### config.mk
export PLATFORM = sky130hd
export DESIGN_NAME = voice_divider_bank
export DESIGN_NICKNAME = d
export VERILOG_FILES = /design/src/rtl/voice_divider_bank.sv
export SDC_FILE = /design/constraint.sdc
export NUM_CORES = 1
export LEC_CHECK = 0
export ABC_AREA = 1
export BUFFER_PORTS_ARGS = -buffer_cell sky130_fd_sc_hd__buf_4
export CAP_MARGIN = 15
export CORE_MARGIN = 2
export CORE_UTILIZATION = 60
export CTS_BUF_LIST = sky130_fd_sc_hd__clkbuf_8 sky130_fd_sc_hd__clkbuf_16
export CTS_CLUSTER_DIAMETER = 100
export CTS_CLUSTER_SIZE = 28
export DETAILED_ROUTE_END_ITERATION = 8
export PLACE_DENSITY = 0.91
export RECOVER_POWER = 25
export SLEW_MARGIN = 20
export SYNTH_ARGS = -nofsm -noshare
export SYNTH_HDL_FRONTEND = slang
export SYNTH_SLANG_ARGS = --single-unit
### constraint.sdc
create_clock -name sys_clk -period 5.05 [get_ports sys_clk]
set_clock_uncertainty 0.2 [all_clocks]
set_input_delay 1.515 -clock sys_clk [delete_from_list [all_inputs] [get_ports sys_clk]]
set_output_delay 1.515 -clock sys_clk [all_outputs]
set_load 0.01 [all_outputs]
### src/rtl/voice_divider_bank.sv
// Eight square-wave tone generators sharing a prescaled tick, with a registered
// popcount mix. Divider changes are taken only at half-period boundaries or while muted.
module voice_divider_bank #(
  parameter int D_W      = 16,
  parameter int PRESCALE = 4,
  parameter int MIX_W    = 4
) (
  input  logic             sys_clk,
  input  logic             sys_rst_n,
  input  logic [D_W-1:0]   VOICE_0_DIV,
  input  logic [D_W-1:0]   VOICE_1_DIV,
  input  logic [D_W-1:0]   VOICE_2_DIV,
  input  logic [D_W-1:0]   VOICE_3_DIV,
  input  logic [D_W-1:0]   VOICE_4_DIV,
  input  logic [D_W-1:0]   VOICE_5_DIV,
  input  logic [D_W-1:0]   VOICE_6_DIV,
  input  logic [D_W-1:0]   VOICE_7_DIV,
  output logic [7:0]       voice_sq,
  output logic [7:0]       voice_active,
  output logic [MIX_W-1:0] mix_out,
  output logic             mix_valid
);

  localparam int PRE_W = (PRESCALE > 1) ? $clog2(PRESCALE) : 1;
  localparam logic [PRE_W-1:0] PRE_LAST = PRE_W'(PRESCALE - 1);

  logic [D_W-1:0]   div_in [8];
  logic [PRE_W-1:0] pre_q, pre_d;
  logic             tick;
  logic [D_W-1:0]   cnt_q [8];
  logic [D_W-1:0]   cnt_d [8];
  logic [D_W-1:0]   div_q [8];
  logic [D_W-1:0]   div_d [8];
  logic [7:0]       sq_q, sq_d;
  logic             tick_q, tick_d;
  logic [MIX_W-1:0] mix_q, mix_d;
  logic             mix_valid_q, mix_valid_d;

  assign div_in[0] = VOICE_0_DIV;
  assign div_in[1] = VOICE_1_DIV;
  assign div_in[2] = VOICE_2_DIV;
  assign div_in[3] = VOICE_3_DIV;
  assign div_in[4] = VOICE_4_DIV;
  assign div_in[5] = VOICE_5_DIV;
  assign div_in[6] = VOICE_6_DIV;
  assign div_in[7] = VOICE_7_DIV;

  always_comb begin
    tick  = (pre_q == PRE_LAST);
    pre_d = tick ? '0 : pre_q + PRE_W'(1);
  end

  // A voice only reloads its divider when muted or at the end of a half-period,
  // so a mid-period write never shortens or stretches the current level.
  always_comb begin
    sq_d = sq_q;
    for (int n = 0; n < 8; n++) begin
      cnt_d[n] = cnt_q[n];
      div_d[n] = div_q[n];
      if (tick) begin
        if (div_q[n] == '0) begin
          cnt_d[n] = '0;
          sq_d[n]  = 1'b0;
          div_d[n] = div_in[n];
        end else if (cnt_q[n] == div_q[n] - D_W'(1)) begin
          cnt_d[n] = '0;
          sq_d[n]  = ~sq_q[n];
          div_d[n] = div_in[n];
        end else begin
          cnt_d[n] = cnt_q[n] + D_W'(1);
        end
      end
    end
  end

  // mix_out lags voice_sq by one cycle, so the valid strobe needs two stages of tick.
  always_comb begin
    mix_d = '0;
    for (int n = 0; n < 8; n++) begin
      mix_d = mix_d + MIX_W'(sq_q[n]);
    end
    tick_d      = tick;
    mix_valid_d = tick_q;
  end

  always_ff @(posedge sys_clk or negedge sys_rst_n) begin
    if (!sys_rst_n) begin
      pre_q       <= '0;
      sq_q        <= '0;
      tick_q      <= 1'b0;
      mix_q       <= '0;
      mix_valid_q <= 1'b0;
      for (int n = 0; n < 8; n++) begin
        cnt_q[n] <= '0;
        div_q[n] <= '0;
      end
    end else begin
      pre_q       <= pre_d;
      sq_q        <= sq_d;
      tick_q      <= tick_d;
      mix_q       <= mix_d;
      mix_valid_q <= mix_valid_d;
      for (int n = 0; n < 8; n++) begin
        cnt_q[n] <= cnt_d[n];
        div_q[n] <= div_d[n];
      end
    end
  end

  always_comb begin
    voice_active = '0;
    for (int n = 0; n < 8; n++) begin
      voice_active[n] = (div_q[n] != '0);
    end
  end

  assign voice_sq  = sq_q;
  assign mix_out   = mix_q;
  assign mix_valid = mix_valid_q;

endmodule

==> results.py <==
metrics = {
    "routing": {
        "first_pass_iters": 6,
        "avgViaCountPerCell": 5.52,
        "wl_per_cell_um": 14.3,
        "drc": 0,
        "wirelength_um": 46400,
        "drtIter0Drc": 1335,
        "ant_nets": 0,
        "vias": 17910,
    },
    "logic_synthesis": {
        "synth_top_area_cell": "dfrtp_1",
        "synthTopCellsByArea": "dfrtp_1, nand2_1, nand3_1",
        "synth_edf_count": 0,
        "yosysTopAreaCellShare": 0.357,
        "synth_ff_type": "dfrtp_1",
        "syn_inst": 2736,
        "avgSynthCellArea_um2": 6.96,
        "syn_nets": 2890,
        "synth_async_sr_flop_share": 1.00,
        "ys_ff_latch": 272,
        "ys_warn_count": 0,
        "ys_seq_area_frac": 0.357,
        "synth.distinct_cells": 48,
        "syn_area_mm2": 0.0190,
    },
    "power": {
        "clockPowerShare": 0.371,
        "power.leakage_nw": 10.0,
        "switching_share": 0.222,
        "intPower_mw": 2.85,
        "power.switching_mw": 0.811,
        "p_per_area_mw_per_mm2": 176,
        "peakVddDrop_v": 0.000231,
        "pwr-share-seq": 0.595,
        "comb_power_share": 0.034,
    },
    "sta": {
        "rsz0062_at_grt": "no",
        "holdWs_ns": 0.174,
        "tightestPinTransition_ns": 2.85,
        "hold_viol_final": 0,
        "relSlewSlack": -0.899,
        "fmax_mhz": 258,
        "slew_violations": 280,
        "timing.final.crit_period_ns": 3.87,
        "post-route-period-util": 0.767,
        "setup_tns_ns": 0,
        "setup_violations": 0,
    },
    "worst_setup_path": {
        "r2r_slack_ns": 1.29,
        "cpPeakStageDelay_ns": 0.46,
        "crit_type": "flip-flop to output pin",
        "timing.rr.end": "cnt_q[25]",
        "required_ns": 3.34,
        "arrival_ns": 2.16,
        "critPathLaunchType": "flip-flop",
        "r2r_cells": 6,
        "cp_max_fo": 8,
        "critPathSlowestCell": "dfrtp_1",
        "crit_path_end_kind": "output pin",
        "r2r_start": "pre_q[0]",
        "path_buf_inv": 2,
        "path_cells": "inv_1 > ha_1 > nand2_2 > nor2_4 > nand4_1 > buf_4",
        "cpLargestDelayFamily": "simple AND/OR/NAND/NOR gates",
    },
    "flow_run": {
        "maxCapViolations": 2,
    },
    "cells_and_area": {
        "layout_commonest_cell": "nand2_1",
        "final_cell_mix": "nand2_1, inv_1, nor2_1, dfrtp_1, nand3_1",
        "n_fill_cell": 2701,
        "final_layout_size_suffix_gt1_frac": 0.0981,
        "syn_to_final_growth_pct": 9.14,
        "final_nets": 2992,
    },
    "global_routing": {
        "grt_pass1_wl_um": 79900,
        "grt_overflow": 0,
        "grt_usage": 0.284,
        "grt_pass1_vias": 17120,
        "antenna_found_initial": 1,
        "grt_start_max_net_pins": 171,
    },
    "clock_network": {
        "cts_buffer_depth": 3,
        "postCtsResizedCells": 0,
        "clk_pin_slew_ns": 0.11,
        "numCtsBuffers": 14,
        "insertion_delay_ns": 0.51,
        "cts_setup_buffers": 0,
        "cts_root_buf": "clkbuf_16",
        "cts_tree": "done",
        "hold_buffers": 0,
        "htreeDepth": 1,
        "clock-sinks": 272,
    },
    "placement": {
        "dp_hpwl_um": 34400,
        "portBuffers": 150,
        "place.gp.congestion": 0.942,
    },
    "floorplan": {
        "rows": 65,
        "initial_core_util": 0.607,
        "die_w_um": 182,
        "core_mm2": 0.0314,
        "dieArea_mm2": 0.0332,
        "die_y_um": 182,
        "io_pins": 151,
    },
    "min_path": {
        "hp-start": "mix_valid_d",
        "holdPathEnd": "mix_valid",
        "min_path_cells": 0,
        "hold_path_class": "flip-flop to flip-flop",
    },
    "run_status": {
        "violations": "max-capacitance violations, max-slew violations",
        "status": "complete, but fails checks",
    },
}
[sequential cells by signal, indices dropped and copies added, names as in the netlist]
signal,cells
voice_sq,8
cnt_q,128
mix_valid_d,1
div_q,128
mix_out,4
mix_valid,1
pre_q,2
[cells in the mapped netlist, types with 4 or more instances]
master	number
nor2_2	28
a21oi_1	44
nor4_1	28
xnor2_1	59
clkbuf_1	39
ha_1	20
nor3_1	35
nand4_1	104
nor2_1	273
fa_1	4
xor2_1	147
o21bai_1	4
nand2_2	10
a31oi_1	5
nand2_4	15
nor2_4	17
o21ai_0	70
buf_6	11
inv_1	304
buf_2	7
nand2_1	873
nand3b_1	32
or2_2	6
o22ai_1	7
inv_2	4
dfrtp_1	272
nand3_1	270
buf_4	9
nor3_2	5
nand3_2	6
[how the worst max path moves through the flow]
stage | from | end | slack [ns] | cells past startpoint
finish | div_q[64] | voice_active[3] | 1.18 | 6
global route | sys_rst_n | cnt_q[1] | 0.73 | 1
CTS | div_q[64] | voice_active[3] | 1.17 | 6
detailed placement | div_q[64] | voice_active[3] | 1.75 | 6
global placement | div_q[64] | voice_active[3] | 1.77 | 6
floorplan | div_q[64] | voice_active[3] | 2.07 | 5
[power groups by stage]
stage | clock (mW) | combinational (mW) | sequential, mW
floorplan | 0 | 0.0000186 | 2.22
global placement | 0 | 0.127 | 2.22
detailed placement | 0 | 0.129 | 2.22
CTS | 1.40 | 0.130 | 2.18
global route | 1.46 | 0.141 | 2.18
finish | 1.36 | 0.126 | 2.18
[per-stage QoR]
stage	setup WS (ns)	instances	utilization	instance area (um2)	total power, mW
6_report	1.18	3247	0.662	20800	3.66
5_1_grt	0.731	3246	0.662	20800	3.78
4_1_cts	1.17	3246	0.663	20800	3.70
3_5_place_dp	1.75	3224	0.649	20400	2.35
3_3_place_gp	1.77	3224	0.649	20400	2.35
2_1_floorplan	2.07	2736	-	19000	2.22
[cell type report]
class / instances / area [um2] / share of cell area
clock inverters: 7 / 75.1 / 0.00361
diodes: 1 / 2.50 / 0.000120
well taps: 402 / 503 / 0.0242
inverters: 312 / 1170 / 0.0565
flip-flops and latches: 272 / 6810 / 0.327
multi-input cells: 2082 / 10700 / 0.513
repair buffers: 156 / 1180 / 0.0568
clock buffers: 15 / 375 / 0.0181
[routing by layer]
layer,part of all wire,vias to the layer above,GRT usage,wire length [um]
met2,0.49,495,0.494,22700
met4,0.025,0,0.0777,1160
met1,0.44,8419,0.383,20400
met3,0.047,83,0.0235,2160
li1,-,8913,-,-
met5,0,-,0,0
[logic make-up (layout without fill, tap and decap cells)]
family	after synthesis	after routing	share of synthesized area
AO/OA/AOI/OAI	136	136	0.0377
AND/OR/NAND/NOR	1715	1715	0.409
XOR/XNOR	207	207	0.0959
buffers and inverters	382	490	0.0826
other	0	1	0
adder cells (fa/ha/maj)	24	24	0.0173
flip-flops	272	272	0.357
Note: power is estimated with default switching activity, not from simulation.
